==> config.mk <==
export PLATFORM = sky130hd
export DESIGN_NAME = port_tx_flat
export DESIGN_NICKNAME = d
export VERILOG_FILES = /design/src/rtl/port_pkg.sv /design/src/rtl/port_tx_if.sv /design/src/rtl/port_tx.sv /design/src/flat_wrapper.sv
export SDC_FILE = /design/constraint.sdc
export NUM_CORES = 1
export LEC_CHECK = 0
export CAP_MARGIN = 20
export CORE_MARGIN = 5
export CORE_UTILIZATION = 35
export DETAILED_ROUTE_END_ITERATION = 7
export DONT_BUFFER_PORTS = 1
export HOLD_SLACK_MARGIN = 0.08
export SYNTH_ARGS = -nofsm -noshare
export SYNTH_HDL_FRONTEND = slang
export SYNTH_SLANG_ARGS = --single-unit
==> constraint.sdc <==
create_clock -name clk -period 2 [get_ports clk]
set_input_delay 0.1 -clock clk [delete_from_list [all_inputs] [get_ports clk]]
set_output_delay 0.1 -clock clk [all_outputs]
set_load 0.005 [all_outputs]
==> src/rtl/port_pkg.sv <==
// port_pkg: definitions shared by the switch port ingress and egress blocks.
// Control frame layout, egress FSM states and the length-to-words helper.
package port_pkg;

    localparam int DEST_LSB  = 0;
    localparam int DEST_W    = 4;
    localparam int PRIOR_LSB = 4;
    localparam int PRIOR_W   = 3;
    localparam int LEN_LSB   = 7;
    localparam int LEN_W     = 9;

    typedef enum logic [2:0] {
        IDLE,
        SOP,
        CTRL,
        DATA,
        EOP,
        GAP
    } tx_state_t;

    typedef struct packed {
        logic [LEN_W-1:0]   len;
        logic [PRIOR_W-1:0] prior;
        logic [DEST_W-1:0]  dest;
    } ctrl_t;

    // Bytes to 16-bit words, rounding up; 511 bytes -> 256 words.
    function automatic logic [LEN_W-1:0] words_from_len(
        input logic [LEN_W-1:0] len
    );
        logic [LEN_W:0] sum;
        sum = {1'b0, len} + {{LEN_W{1'b0}}, 1'b1};
        return sum[LEN_W:1];
    endfunction

endpackage

==> src/rtl/port_tx_if.sv <==
// port_tx_if: queue read path and device-side packet stream of an egress port.
// master = the egress port, slave = queue plus external device.
interface port_tx_if #(
    parameter int DW = 16
);
    logic          ready;
    logic          q_pkt_avail;
    logic          q_empty;
    logic          q_rd;
    logic [DW-1:0] q_dout;
    logic          rd_sop;
    logic          rd_vld;
    logic [DW-1:0] rd_data;
    logic          rd_eop;

    modport master (
        input  ready,
        input  q_pkt_avail,
        input  q_empty,
        input  q_dout,
        output q_rd,
        output rd_sop,
        output rd_vld,
        output rd_data,
        output rd_eop
    );

    modport slave (
        output ready,
        output q_pkt_avail,
        output q_empty,
        output q_dout,
        input  q_rd,
        input  rd_sop,
        input  rd_vld,
        input  rd_data,
        input  rd_eop
    );
endinterface

==> src/rtl/port_tx.sv <==
// port_tx: egress side of a switch port.
// Pops one queued packet and streams rd_sop, control frame, data, rd_eop.
module port_tx #(
    parameter int DW      = 16,
    parameter int LEN_LSB = port_pkg::LEN_LSB,
    parameter int LEN_W   = port_pkg::LEN_W
) (
    input  logic                      clk,
    input  logic                      rst,
    port_tx_if.master                 bus,
    output logic                      busy,
    output logic [port_pkg::PRIOR_W-1:0] tx_prior,
    output logic [LEN_W-1:0]          tx_len,
    output logic                      pkt_done
);
    import port_pkg::*;

    tx_state_t        state;
    tx_state_t        state_n;
    logic [LEN_W-1:0] cnt;
    logic [LEN_W-1:0] cnt_n;
    logic [LEN_W-1:0] len_f;
    logic [LEN_W:0]   len_p1;
    logic [LEN_W-1:0] words;
    logic             pop;
    logic             pop_d;
    logic             sop_q;
    logic             vld_q;
    logic             eop_q;
    logic [DW-1:0]    data_q;

    assign len_f  = bus.q_dout[LEN_LSB +: LEN_W];
    assign len_p1 = {1'b0, len_f} + {{LEN_W{1'b0}}, 1'b1};
    assign words  = len_p1[LEN_W:1];

    // cnt holds the data pops still owed for the current packet.
    always_comb begin
        state_n = state;
        cnt_n   = cnt;
        pop     = 1'b0;
        unique case (state)
            IDLE: begin
                if (bus.ready && bus.q_pkt_avail) begin
                    state_n = SOP;
                end
            end
            SOP: begin
                pop     = 1'b1;
                state_n = CTRL;
            end
            CTRL: begin
                pop     = (words != '0) && !bus.q_empty;
                cnt_n   = words - {{(LEN_W-1){1'b0}}, pop};
                state_n = (words != '0) ? DATA : EOP;
            end
            DATA: begin
                if (cnt == '0) begin
                    state_n = EOP;
                end else if (!bus.q_empty) begin
                    pop   = 1'b1;
                    cnt_n = cnt - LEN_W'(1);
                end
            end
            EOP: begin
                state_n = GAP;
            end
            GAP: begin
                state_n = IDLE;
            end
            default: begin
                state_n = IDLE;
            end
        endcase
    end

    // A word popped in one cycle is on q_dout the next and on rd_data after.
    always_ff @(posedge clk or posedge rst) begin
        if (rst) begin
            state    <= IDLE;
            cnt      <= '0;
            pop_d    <= 1'b0;
            sop_q    <= 1'b0;
            vld_q    <= 1'b0;
            eop_q    <= 1'b0;
            data_q   <= '0;
            busy     <= 1'b0;
            pkt_done <= 1'b0;
            tx_prior <= '0;
            tx_len   <= '0;
        end else begin
            state    <= state_n;
            cnt      <= cnt_n;
            pop_d    <= pop;
            sop_q    <= (state_n == SOP);
            vld_q    <= pop_d;
            eop_q    <= (state == EOP);
            pkt_done <= (state == EOP);
            busy     <= (state_n != IDLE);
            if (pop_d) begin
                data_q <= bus.q_dout;
            end
            if (state == CTRL) begin
                tx_prior <= bus.q_dout[PRIOR_LSB +: PRIOR_W];
                tx_len   <= len_f;
            end
        end
    end

    assign bus.q_rd    = pop;
    assign bus.rd_sop  = sop_q;
    assign bus.rd_vld  = vld_q;
    assign bus.rd_data = data_q;
    assign bus.rd_eop  = eop_q;

endmodule

==> src/flat_wrapper.sv <==
// flat-port wrapper written by rule: the top's interface ports become plain ports
module port_tx_flat import port_pkg::*;
#(
    parameter int DW      = 16,
    parameter int LEN_LSB = port_pkg::LEN_LSB,
    parameter int LEN_W   = port_pkg::LEN_W
)
  (clk, rst, busy, tx_prior, tx_len, pkt_done, bus_ready, bus_q_pkt_avail, bus_q_empty, bus_q_dout, bus_q_rd, bus_rd_sop, bus_rd_vld, bus_rd_data, bus_rd_eop);
  port_tx_if #(.DW(DW)) bus_i ();
  input  logic clk;
  input  logic rst;
  output logic busy;
  output logic [port_pkg::PRIOR_W-1:0] tx_prior;
  output logic [LEN_W-1:0] tx_len;
  output logic pkt_done;
  input wire logic [$bits(bus_i.ready)-1:0] bus_ready;
  input wire logic [$bits(bus_i.q_pkt_avail)-1:0] bus_q_pkt_avail;
  input wire logic [$bits(bus_i.q_empty)-1:0] bus_q_empty;
  input wire logic [$bits(bus_i.q_dout)-1:0] bus_q_dout;
  output wire logic [$bits(bus_i.q_rd)-1:0] bus_q_rd;
  output wire logic [$bits(bus_i.rd_sop)-1:0] bus_rd_sop;
  output wire logic [$bits(bus_i.rd_vld)-1:0] bus_rd_vld;
  output wire logic [$bits(bus_i.rd_data)-1:0] bus_rd_data;
  output wire logic [$bits(bus_i.rd_eop)-1:0] bus_rd_eop;
  assign bus_i.ready = bus_ready;
  assign bus_i.q_pkt_avail = bus_q_pkt_avail;
  assign bus_i.q_empty = bus_q_empty;
  assign bus_i.q_dout = bus_q_dout;
  assign bus_q_rd = bus_i.q_rd;
  assign bus_rd_sop = bus_i.rd_sop;
  assign bus_rd_vld = bus_i.rd_vld;
  assign bus_rd_data = bus_i.rd_data;
  assign bus_rd_eop = bus_i.rd_eop;
  port_tx #(.DW(DW), .LEN_LSB(LEN_LSB), .LEN_W(LEN_W)) u_core (.clk(clk), .rst(rst), .bus(bus_i), .busy(busy), .tx_prior(tx_prior), .tx_len(tx_len), .pkt_done(pkt_done));
endmodule
### After elaboration in Yosys (flattened, before gate mapping)

Cells that the tools add are included.

* bits in registers: 45
* bits of input ports: 21
* output and inout bits: 34
* word-level logic and storage cells: 39

* $add $sub $neg: 3
* equality and inequality tests: 7
* multiplexer cells: 10
* reductions and logical operators: 9

Operator list (number)
* 2-to-1 mux 9 bit: 2
* case mux 9 bit (2 select lines): 1
* case mux 3 bit (5 select lines): 1
* adder 9 x 1 -> 10 bit (second input constant): 1
* logical NOT 9 bit: 1
* 2-to-1 mux 3 bit: 3
* nonzero test 9 bit: 1
* subtractor 9 x 1 -> 9 bit: 1
* subtractor 9 x 1 -> 9 bit (second input constant): 1
* == test 3 x 1 -> 1 bit (second input constant): 2
* == test 3 x 2 -> 1 bit (second input constant): 2
* != test 2 bit (second input constant): 2
* == test 3 bit (second input constant): 1
* logical NOT 3 bit: 1
* case mux 1 bit (3 select lines): 1
* AND reduction 3 bit: 1
* nonzero test 3 bit: 1
* logical AND 1 bit: 2
* 2-to-1 mux 1 bit: 2
* nonzero test 2 bit: 1
* logical NOT 1 bit: 1

### Logic depth before layout (Yosys ltp)

Gate-level depths: netlist of the first run.

* word-level depth: 5
* depth in mapped cells: 14
* mapped depth without buffers: 13

### Least setup slack after synthesis of the first run

No wires, ideal clock.

* path kind: in2reg
* start point: input bus_q_dout[7]
* end point: register u_core.cnt[6]
* library setup time: 137 ps
* data arrival time: 2431 ps
* data required time: 1863 ps
* setup slack: -568 ps
* stages: 13
* path buffers: 1
* cells stage by stage: ha_1 > clkbuf_1 > or2_2 > o21ai_0 > a22oi_1 > nor3_1 > nor2_1 > ha_1 > ha_1 > a21boi_0 > a32oi_1 > xor2_1 > a21oi_1

* cells in the longest elaborated chain, start to end: 5

Ends and longest elaborated chain
* from (decl): RTL line flat_wrapper.sv:19 `input wire logic [$bits(bus_i.q_dout)-1:0] bus_q_dout;`
* adder 9 x 1 -> 10 bit (*): RTL line port_tx.sv:33 `assign len_p1 = {1'b0, len_f} + {{LEN_W{1'b0}}, 1'b1};`
* nonzero test 9 bit: RTL line port_tx.sv:52 `pop = (words != '0) && !bus.q_empty;`
* logical AND 1 bit: RTL line port_tx.sv:52
* subtractor 9 x 1 -> 9 bit (*): RTL line port_tx.sv:53 `cnt_n = words - {{(LEN_W-1){1'b0}}, pop};`
* case mux 9 bit (2 select lines) (*): RTL line port_tx.sv:41 `unique case (state)`
* to (signal assigned): RTL line port_tx.sv:92 `cnt <= cnt_n;`
* to (decl): RTL line port_tx.sv:20 `logic [LEN_W-1:0] cnt;`

Mark *: on every way between the ends. The rest lies on a longest branch, timed or not.
A chain may end at the register's enable or synchronous reset.

### Worst setup path after layout of the first run

* start point: register u_core.cnt[1]
* end point: output bus_q_rd

* cells in the longest elaborated chain, start to end: 3

Ends and longest elaborated chain
* logical NOT 9 bit: RTL line port_tx.sv:57 `if (cnt == '0) begin`
* 2-to-1 mux 1 bit: RTL line port_tx.sv:57
* case mux 1 bit (3 select lines): RTL line port_tx.sv:41
* to (decl): RTL line flat_wrapper.sv:20 `output wire logic [$bits(bus_i.q_rd)-1:0] bus_q_rd;`

No other way between the ends.

==> reports/metrics.cfg, run 1 <==
[outcome]
status=finished, violations left
failed_checks=negative setup slack

[detailed_routing]
num_vias=2030
first_pass_iters=4
first_iter_violations=133
post-route-drc-count=0
wl_mm=6.34
drt.antenna.violating_nets=0
route.detailed.vias_per_inst=5.21
wire_per_inst_um=16.2

[hold_path]
class_of_the_most_critical_hold_timing_path=in2reg
min-delay-start=bus_ready
hold-path-endpoint=u_core.state[0]
min_delay_path_depth=4

[layout]
area_delta_synth_final_pct=32.4
final_cells=390
fillers=642
final_nets=335
final_design_area_no_fill_um2=3170
diodes=0
layout-drive-gt1-share=0.261

[timing]
max_slew_margin=0.535
finClkSkew_ps=3.58
timing_max_transition_violations_final=0
report.final.hold_viol_count=0
period_share=1.02
final.hold.worst_slack_ps=90.9
final-setup-viol-count=2
fmax_mhz=488
worst_pin_slew_ps=696
grt_setup_unrepaired=yes
setup_ws_ps=-47.1
finalSetupTns_ps=-64.3
finalCriticalPeriod_ps=2050

[floorplanning]
ios=55
initial_core_util=0.357
die_h_um=92.8
die_w_um=92.8
rows=30
core_region_area_um2=6720
floorplan.die_area_um2=8600

[grt]
grt_antenna_before_repair=0
overflow=0
track_usage=0.156
grt_first_pass_wirelength_mm=10.7
first_global_vias=2187
maximum_number_of_pins_on_one_net_before_global_route_repair=34

[logic_synthesis]
yosys.area.top_type_share=0.470
yosys_register_bits=45
synth_fp_nets=285
netlist_top_cells_area=dfrtp_1 47%, nand2_1 8.6%, mux2_2 7.5%
synthDistinctLibCells=43
syn-mean-instance-area_um2=9.22
synthesis.instances=260
synth.yosys.seq_area_share=0.470
synth_warnings=0
synth.cell_area_um2=2400
synthDominantAreaCellType=dfrtp_1

[critical_path]
worst_ep_required_time_ps=1900
startpoint_type_of_the_worst_setup_path=flip-flop
class_of_the_most_critical_setup_path=reg2out
critical_path_arrival_ps=1950
critical_path.endpoint_type=output port
ff_to_ff_path_depth=9
r2r_setup_slack_ps=-20
crit-reg2reg-capture=u_core.cnt[7]
r2r_start=u_core.cnt[1]
critical_path_peak_fanout=3

[power_and_ir_drop]
powerDensity_nw_per_um2=1290
vdd_drop_max_mv=0.611
total_leakage_power_uw=0.00136

[clock_network]
cts.path.max_buffers=2
cts.sink_count=45
clock_latency_of_the_later_clocked_register_in_the_worst_skew_pair_ps=290
path_clk_slew_ps=80
tritoncts_clock_tree=yes
cts_inserted_buffers=5
ctsRootBufferMaster=clkbuf_8
cts_max_level=2

[placement]
place_worst_setup_slack_ps=-54.0
dpl.hpwl_mm=4.49
gp_congestion=0.872
port_buffers=0
dp.cells=349
placedInstanceArea_um2=2700

[job]
max-cap-violations=0

[how the worst max path moves through the flow]
stage                               end           from  slack [ps]  depth (start not counted)
after floorplan           u_core.cnt[6]  bus_q_dout[7]        -170                         13
after global placement    u_core.cnt[7]  u_core.cnt[1]         -50                          8
after detailed placement  u_core.cnt[7]  u_core.cnt[1]         -50                          8
after CTS                      bus_q_rd  u_core.cnt[1]        -120                          8
after global routing           bus_q_rd  u_core.cnt[0]        -130                          8
final                          bus_q_rd  u_core.cnt[1]         -50                          8
[flip-flops by register name (all words and copies together), names as in the netlist]
| register | count |
|---|---|
| u_core.cnt | 9 |
| u_core.pop_d | 1 |
| u_core.tx_prior | 3 |
| u_core.bus.rd_vld | 1 |
| u_core.tx_len | 9 |
| u_core.state | 3 |
| u_core.bus.rd_data | 16 |
| u_core.busy | 1 |
| u_core.pkt_done | 1 |
| u_core.bus.rd_sop | 1 |
[worst max-delay path, cell delays in order, from the launching register on]
cell	delay [ps]
dfrtp_1	400
inv_2	80
ha_4	130
or4b_4	480
o21bai_4	150
buf_6	120
a211o_4	120
o21ai_4	60
buf_6	110
[synth_stat cells]
library cell / number
and4_1: 1
a31oi_1: 1
nor3_1: 9
inv_1: 6
mux2i_1: 1
nand3_1: 10
xor2_1: 4
a31o_2: 1
a211o_2: 1
or4b_4: 1
or4_1: 2
nand2b_1: 5
o21ai_0: 15
a21boi_0: 1
nand4_1: 4
a21oi_1: 6
or2_2: 2
o21ai_1: 1
nor3b_1: 2
mux2_2: 16
o221ai_1: 1
o31ai_1: 2
dfrtp_1: 45
o311ai_0: 1
or3_1: 1
nor4_1: 2
buf_2: 5
o21bai_4: 1
a311oi_1: 1
xnor2_1: 9
ha_1: 4
nor3_2: 1
a32oi_1: 2
buf_4: 1
nor2_1: 16
o22ai_1: 2
a21o_1: 3
nand2_1: 55
clkbuf_1: 12
a21oi_2: 1
and2_1: 2
a22oi_1: 3
and3_1: 1
[cells in the final DEF (no fill, tap or decap), types with 2 or more instances in the layout]
cell           netlist  layout
buf_4                1      30
dlygate4sd3_1        0      27
nand2_2              0       2
dfrtp_1             45      45
nor3b_1              2       2
o31ai_1              2       2
a32oi_1              2       2
a22oi_1              3       2
xnor2_1              9       9
nand2b_1             5       5
a21o_1               3       3
nand2_1             55      53
inv_2                0       2
o21ai_0             15      10
clkbuf_8             0       6
nor2_1              16      14
nand4_1              4       4
xor2_1               4       4
nand3_1             10       9
ha_4                 0       3
nor3_1               9       8
inv_1                6       4
mux2_2              16      16
o21ai_1              1       4
buf_6                0       4
and2_1               2       2
or4_1                2       2
a21oi_1              6       6
o22ai_1              2       2
[cell families after synthesis]
group | after synthesis | share of synthesized area
simple gates | 114 | 0.221
flops | 45 | 0.470
xor+xnor | 13 | 0.0475
mux | 17 | 0.0793
fa+ha+maj | 4 | 0.0209
compound gates | 43 | 0.120
buf+inv | 24 | 0.0418
[per-layer routing]
layer  GRT usage  share of wire  wire length (µm)  vias to the layer above
met4      0.0440          0.016               101                        0
li1            -              -                 -                      992
met1       0.190           0.43              2700                      982
met3      0.0406          0.051               325                       11
met2       0.269           0.51              3210                       45
met5           0              0                 0                        -
[power by group]
part,internal [µW],leakage [µW],switching (µW)
Sequential,1340,0.000540,350
Combinational,928,0.000776,912
Clock,274,0.0000443,284
Total,2540,0.00136,1550
[repair_timing]
item                                    4_1_cts  5_1_grt
endpoints found under the hold margin        66        0
endpoints found under the setup margin        3       11
gates resized for setup                       7        8
pin swaps                                     4        2
hold buffers                                 27        0
buffers inserted                              3        4
[final cells by class]
cell class,count,area (µm²),share of cell area
multi-input cells,191,1300,0.409
repair buffers,61,541,0.170
well taps,80,100,0.0315
inverters,6,22.5,0.00710
clock buffers,7,86.3,0.0272
flip-flops and latches,45,1130,0.355
[through the flow]
stage                      util  total power, µW
after floorplan               -             2710
after global placement    0.402             3200
after detailed placement  0.402             3250
after CTS                 0.463             4000
after global routing      0.472             4440
final                     0.472             4090
Power figures use the tool's default switching activity.
==> run 2: changes to the inputs <==
--- a/config.mk
+++ b/config.mk
@@ -5,12 +5,12 @@
 export SDC_FILE = /design/constraint.sdc
 export NUM_CORES = 1
 export LEC_CHECK = 0
+export ABC_AREA = 1
 export CAP_MARGIN = 20
-export CORE_MARGIN = 5
+export CORE_MARGIN = 2
 export CORE_UTILIZATION = 35
 export DETAILED_ROUTE_END_ITERATION = 7
 export DONT_BUFFER_PORTS = 1
-export HOLD_SLACK_MARGIN = 0.08
 export SYNTH_ARGS = -nofsm -noshare
 export SYNTH_HDL_FRONTEND = slang
 export SYNTH_SLANG_ARGS = --single-unit
==> run 2 against run 1 <==
  * The run now ends clean
  * Hold slack got worse by 87 ps
  * Synthesized cell count rose by 17%
  * Sequential power increased by 3%
  * Global-route usage is 0.096 points higher
  * Register-to-register slack better by 240 ps
  * Critical path type is now in2reg
  * Critical endpoint is now u_core.cnt[8]
  * Largest power group is now registers
==> reports/metrics.cfg, run 2 <==
[layout]
layout.cells.most_common_list=85 x nand2_1, 45 x dfrtp_1, 28 x inv_1  ; was 53 x nand2_1, 45 x dfrtp_1, 30 x buf_4
largest_register_ff_count=16  ; unchanged
layout-drive-gt1-share=0.187  ; was 0.261
fillers=703  ; was 642
diodes=0  ; unchanged
final_nets=355  ; was 335
multi_input_comb_area_um2=1190  ; was 1300 µm²
area_delta_synth_final_pct=19.7  ; was 32.4%
final_util=0.430  ; was 0.472
mostFrequentLayoutCell=nand2_1  ; unchanged
register_area_um2=1130  ; unchanged

[logic_synthesis]
netlist_top_cells_area=dfrtp_1 46%, nand2_1 13%, nand3_1 5.4%  ; was dfrtp_1 47%, nand2_1 8.6%, mux2_2 7.5%
synthDominantAreaCellType=dfrtp_1  ; unchanged
yosys.cell_count.top_type=nand2_1  ; unchanged
synth_fp_nets=328  ; was 285
synth-edff-count=0  ; unchanged
yosys.area.top_type_share=0.464  ; was 0.470
syn-mean-instance-area_um2=8.02  ; was 9.22 µm²
synth.cell_area_um2=2430  ; was 2400 µm²
synthDistinctLibCells=29  ; was 43
synthesis.instances=303  ; was 260
synth_ff_type=dfrtp_1  ; unchanged
synth.cells.most_frequent=86 x nand2_1, 45 x dfrtp_1, 31 x inv_1  ; was 55 x nand2_1, 45 x dfrtp_1, 16 x mux2_2, 16 x nor2_1, 15 x o21ai_0
yosys_register_bits=45  ; unchanged
synth_warnings=0  ; unchanged
synth-async-reset-ratio=1.00  ; unchanged
synth.yosys.seq_area_share=0.464  ; was 0.470

[outcome]
status=finished, final reports clean  ; was finished, violations left

[critical_path]
critical_path.endpoint_type=flip-flop  ; was output port
ff_to_ff_path_depth=12  ; was 9
critical_path_arrival_ps=2150  ; was 1950 ps
class_of_the_most_critical_setup_path=in2reg  ; was reg2out
startpoint_type_of_the_worst_setup_path=input pin  ; was flip-flop
worst_ep_required_time_ps=2240  ; was 1900 ps
critical_path_peak_fanout=5  ; was 3
r2r_setup_slack_ps=220  ; was -20 ps

[placement]
port_buffers=0  ; unchanged
dpl.hpwl_mm=4.22  ; was 4.49 mm
place_worst_setup_slack_ps=-173  ; was -54.0 ps
gp_congestion=0.898  ; was 0.872

[timing]
period_share=0.958  ; was 1.02
worst_pin_slew_ps=500  ; was 696 ps
timing_max_transition_violations_final=0  ; unchanged
fmax_mhz=522  ; was 488 MHz
final-setup-viol-count=0  ; was 2
grt_setup_unrepaired=yes  ; unchanged
finClkSkew_ps=8.73  ; was 3.58 ps
setup_ws_ps=84.9  ; was -47.1 ps
finalCriticalPeriod_ps=1920  ; was 2050 ps
max_slew_margin=0.667  ; was 0.535
report.final.hold_viol_count=0  ; unchanged
finalSetupTns_ps=0  ; was -64.3 ps

[floorplanning]
ios=55  ; unchanged
initial_core_util=0.359  ; was 0.357
rows=30  ; unchanged
core_region_area_um2=6760  ; was 6720 µm²
floorplan.die_area_um2=7620  ; was 8600 µm²
die_h_um=87.3  ; was 92.8 µm
die_w_um=87.3  ; was 92.8 µm

[clock_network]
cts.path.max_buffers=2  ; unchanged
tritoncts_clock_tree=yes  ; unchanged
path_clk_slew_ps=90  ; was 80 ps
cts_inserted_buffers=5  ; unchanged
clock_latency_of_the_later_clocked_register_in_the_worst_skew_pair_ps=310  ; was 290 ps
cts.sink_count=45  ; unchanged
ctsRootBufferMaster=clkbuf_8  ; unchanged
cts_max_level=2  ; unchanged

[power_and_ir_drop]
seqPwrFrac=0.440  ; was 0.413
total_leakage_power_uw=0.00141  ; was 0.00136 µW
power.clock.fraction=0.184  ; was 0.137
sw_frac_of_total=0.408  ; was 0.379
powerDensity_nw_per_um2=1360  ; was 1290 nW/µm²
p_int_uw=2340  ; was 2540 µW
power_switching_uw=1620  ; was 1550 µW
part_of_the_power_in_combinational_logic=0.376  ; was 0.451
vdd_drop_max_mv=0.715  ; was 0.611 mV

[detailed_routing]
wl_mm=5.65  ; was 6.34 mm
drt.antenna.violating_nets=0  ; unchanged
post-route-drc-count=0  ; unchanged
num_vias=2063  ; was 2030
wire_per_inst_um=13.7  ; was 16.2 µm
route.detailed.vias_per_inst=5.02  ; was 5.21
first_iter_violations=91  ; was 133
first_pass_iters=4  ; unchanged

[grt]
first_global_vias=1946  ; was 2187
track_usage=0.157  ; was 0.156
overflow=0  ; unchanged
maximum_number_of_pins_on_one_net_before_global_route_repair=22  ; was 34
grt_antenna_before_repair=0  ; unchanged
grt_first_pass_wirelength_mm=9.29  ; was 10.7 mm

[hold_path]
min_delay_path_depth=2  ; was 4
class_of_the_most_critical_hold_timing_path=in2reg  ; unchanged

[job]
max-cap-violations=0  ; unchanged

-- run 2: area by class of cell --
class,count,share of cell area
multi-input combinational,217,0.410
sequential,45,0.387
timing repair buffer,29,0.0861
inverter,32,0.0413
tap,80,0.0344
clock buffer,5,0.0237
clock inverter,3,0.0168
-- run 2: logic make-up (layout without fill, tap and decap cells) --
kind of cell / count (synthesis) / in the layout / synth area share
AND/OR/NAND/NOR: 159 / 159 / 0.293
flip-flops: 45 / 45 / 0.464
buffers and inverters: 41 / 69 / 0.0685
AO/OA/AOI/OAI: 40 / 40 / 0.0876
multiplexers: 8 / 8 / 0.0371
XOR/XNOR: 6 / 6 / 0.0294
adder cells (fa/ha/maj): 4 / 4 / 0.0206
-- run 2: stage by stage --
step	instance area (µm²)	cells	power, µW	hold slack, ps
3_3_place_gp	2600	389	3110	-34.7
5_1_grt	2910	411	4310	6.47
4_1_cts	2850	410	3900	0.798
6_report	2910	411	3960	3.46
2_1_floorplan	2430	303	2780	217
3_5_place_dp	2600	389	3150	-27.0
-- run 2: critical path, stage by stage --
cell and delay, ps:
dlygate4sd3_1 540, inv_1 80, nand2_1 70, nand2_1 80, nand2_1 80, nor2_2 60
a21oi_2 130, ha_2 190, ha_2 200, nand3_2 110, nor2_4 130, nand3_1 100
nand2_1 60, nand3_1 80, a21oi_2 150
-- run 2: path summary, 6_finish.rpt --
check	from	to
min	bus_q_dout[10]	u_core.bus.rd_data[10]
max in group asynchronous	rst	u_core.cnt[4]
min reg2reg	u_core.tx_len[5]	u_core.tx_len[5]
min in group asynchronous	rst	u_core.bus.rd_data[8]
max reg2reg	u_core.cnt[1]	u_core.cnt[7]
max	bus_q_dout[14]	u_core.cnt[8]
-- run 2: power groups by stage --
stage	combinational, µW	clock, µW	sequential (µW)
4_1_cts	1410	743	1740
6_report	1490	729	1740
3_3_place_gp	1360	0	1750
5_1_grt	1720	781	1810
3_5_place_dp	1390	0	1760
2_1_floorplan	1170	0	1610
-- run 2: timing repair --
item,4_1_cts,5_1_grt
hold endpoints to repair,37,0
setup endpoints to repair,0,10
resized for setup,0,14
hold buffers,13,0
setup buffers,0,1
-- run 2: layer usage --
metal	share of wire	GRT usage
met3	0.059	0.0521
met1	0.45	0.196
met5	0	0
met2	0.48	0.253
met4	0.012	0.0531
==> run 3: changes to the inputs <==
--- a/config.mk
+++ b/config.mk
@@ -7,10 +7,12 @@
 export LEC_CHECK = 0
 export ABC_AREA = 1
 export CAP_MARGIN = 20
-export CORE_MARGIN = 2
+export CELL_PAD_IN_SITES_DETAIL_PLACEMENT = 0
+export CELL_PAD_IN_SITES_GLOBAL_PLACEMENT = 1
 export CORE_UTILIZATION = 35
 export DETAILED_ROUTE_END_ITERATION = 7
 export DONT_BUFFER_PORTS = 1
+export PLACE_DENSITY_LB_ADDON = 0.1
 export SYNTH_ARGS = -nofsm -noshare
 export SYNTH_HDL_FRONTEND = slang
 export SYNTH_SLANG_ARGS = --single-unit
==> run 3 against run 2 <==
  * Global-route usage increased by 1.3 points
  * Flip-flop and latch count unchanged
  * Clock skew decreased by 3.1 ps
  * Wire length decreased by 1.4%
  * Cell area increased by 1.4%
  * Via count decreased by 1.6%
  * Hold slack improved by 12 ps
  * Clock power increased by 2%
  * Core utilization increased by 2.1 points
==> reports/metrics.cfg, run 3 (same netlist as run 2, synthesis figures left out) <==
[outcome]
status=finished, final reports clean  ; unchanged

[detailed_routing]
first_pass_iters=4  ; unchanged
wire_per_inst_um=13.5  ; was 13.7 µm
route.detailed.vias_per_inst=4.92  ; was 5.02
drt.antenna.violating_nets=0  ; unchanged
wl_mm=5.57  ; was 5.65 mm
num_vias=2029  ; was 2063
first_iter_violations=101  ; was 91
post-route-drc-count=0  ; unchanged

[clock_network]
cts.path.max_buffers=2  ; unchanged
ctsRootBufferMaster=clkbuf_8  ; unchanged
cts_max_level=2  ; unchanged
path_clk_slew_ps=90  ; about the same
cts.sink_count=45  ; unchanged
clock_latency_of_the_later_clocked_register_in_the_worst_skew_pair_ps=300  ; was 310 ps
tritoncts_clock_tree=yes  ; unchanged
cts_inserted_buffers=5  ; unchanged

[hold_path]
min-delay-start=bus_q_empty  ; was bus_q_dout[10]
min_delay_path_depth=3  ; was 2
class_of_the_most_critical_hold_timing_path=in2reg  ; unchanged
hold-path-endpoint=u_core.pop_d  ; was u_core.bus.rd_data[10]

[critical_path]
startpoint_type_of_the_worst_setup_path=flip-flop  ; was input pin
critical_path_peak_fanout=4  ; was 5
r2r_setup_slack_ps=220  ; about the same
r2r_start=u_core.cnt[0]  ; was u_core.cnt[1]
class_of_the_most_critical_setup_path=reg2out  ; was in2reg
ff_to_ff_path_depth=12  ; unchanged
critical_path_arrival_ps=1740  ; was 2150 ps
crit-reg2reg-capture=u_core.cnt[7]  ; unchanged
worst_ep_required_time_ps=1900  ; was 2240 ps
critical_path.endpoint_type=output port  ; was flip-flop

[power_and_ir_drop]
powerDensity_nw_per_um2=1350  ; was 1360 nW/µm²
power.clock.fraction=0.188  ; was 0.184
total_leakage_power_uw=0.00144  ; was 0.00141 µW
part_of_the_power_in_combinational_logic=0.376  ; about the same
seqPwrFrac=0.436  ; was 0.440
sw_frac_of_total=0.399  ; was 0.408
report.power.total_uw=3970  ; was 3960 µW
p_int_uw=2390  ; was 2340 µW
power_switching_uw=1580  ; was 1620 µW
vdd_drop_max_mv=0.657  ; was 0.715 mV

[grt]
grt.busiest_layer=met2  ; unchanged
grt_first_pass_wirelength_mm=9.56  ; was 9.29 mm
grt_antenna_before_repair=0  ; unchanged
maximum_number_of_pins_on_one_net_before_global_route_repair=46  ; was 22
grt.met2_usage=0.275  ; was 0.253
groute.layer.met1.usage=0.221  ; was 0.196
first_global_vias=2022  ; was 1946
use_met3=0.0525  ; was 0.0521
overflow=0  ; unchanged
track_usage=0.169  ; was 0.157

[timing]
timing_max_transition_violations_final=0  ; unchanged
report.final.hold_viol_count=0  ; unchanged
final-setup-viol-count=0  ; unchanged
finalCriticalPeriod_ps=1840  ; was 1920 ps
max_slew_margin=0.655  ; was 0.667
final.hold.worst_slack_ps=15.8  ; was 3.46 ps
finClkSkew_ps=5.64  ; was 8.73 ps
worst_pin_slew_ps=517  ; was 500 ps
fmax_mhz=545  ; was 522 MHz
period_share=0.918  ; was 0.958

[placement]
port_buffers=0  ; unchanged
gp_congestion=0.773  ; was 0.898
dpl.hpwl_mm=4.20  ; was 4.22 mm
dp.cells=391  ; was 389

[layout]
area_delta_synth_final_pct=21.4  ; was 19.7%
final_nets=359  ; was 355
diodes=0  ; unchanged
layout.cells.most_common_list=86 x nand2_1, 45 x dfrtp_1, 29 x inv_1  ; was 85 x nand2_1, 45 x dfrtp_1, 28 x inv_1
largest_register_ff_count=16  ; unchanged
final_cells=412  ; was 411
mostFrequentLayoutCell=nand2_1  ; unchanged
layout-drive-gt1-share=0.191  ; was 0.187

[floorplanning]
die_h_um=85.3  ; was 87.3 µm
floorplan.die_area_um2=7280  ; was 7620 µm²
rows=29  ; was 30
initial_core_util=0.372  ; was 0.359
core_region_area_um2=6530  ; was 6760 µm²
die_w_um=85.3  ; was 87.3 µm
ios=55  ; unchanged

[job]
max-cap-violations=0  ; unchanged

==> run 3: layer usage <==
layer,share of wire,vias to the layer above
met5,0,-
met4,0.010,0
met3,0.056,5
met2,0.47,52
met1,0.46,936
li1,-,1036
==> run 3: stage by stage <==
step	utilization	setup TNS [ps]	instance area (µm²)	setup WS, ps
final	0.452	0	2950	164
after global routing	0.452	-3.63	2950	-3.63
after CTS	0.442	0	2890	68.2
after detailed placement	0.405	-749	2640	-180
after global placement	0.405	-392	2640	-99.5
after floorplan	-	0	2430	11.9
==> run 3: worst max path at each step <==
stage             startpoint            end  depth (start not counted)
3_5_place_dp   bus_q_dout[7]  u_core.cnt[4]                         16
4_1_cts        u_core.cnt[0]       bus_q_rd                          9
3_3_place_gp   bus_q_dout[7]  u_core.cnt[6]                         16
6_report       u_core.cnt[0]       bus_q_rd                          9
2_1_floorplan  bus_q_dout[7]  u_core.cnt[4]                         16
5_1_grt        u_core.cnt[0]  u_core.cnt[7]                         12
==> run 3: cell type report <==
| class | instances | area [µm²] |
|---|---|---|
| tap | 77 | 96.3 |
| sequential | 45 | 1130 |
| clock buffer | 6 | 82.6 |
| timing repair buffer | 33 | 290 |
| multi-input combinational | 217 | 1190 |
| fill | 672 | 3580 |
| clock inverter | 2 | 41.3 |
| inverter | 32 | 120 |
==> run 3: repair_timing <==
action,CTS,global route
setup endpoints to repair,0,8
buffers inserted,0,1
hold buffers,12,0
gates resized for setup,0,12
endpoints found under the hold margin,61,0
==> run 3: worst max-delay path, cell delays in order, from the launching register on <==
cell	delay [ps]
dfrtp_1	380
inv_1	110
ha_4	170
nand3_4	90
nor2_4	100
nand4_1	210
nand2_1	170
nand2_1	60
nand2_1	50
nand2_1	80
==> run 3: power by group through the flow <==
stage	Clock, µW	Sequential [µW]	Combinational [µW]
floorplan	0	1610	1170
global placement	0	1750	1410
detailed placement	0	1750	1440
CTS	775	1740	1450
global route	816	1800	1760
finish	747	1730	1490
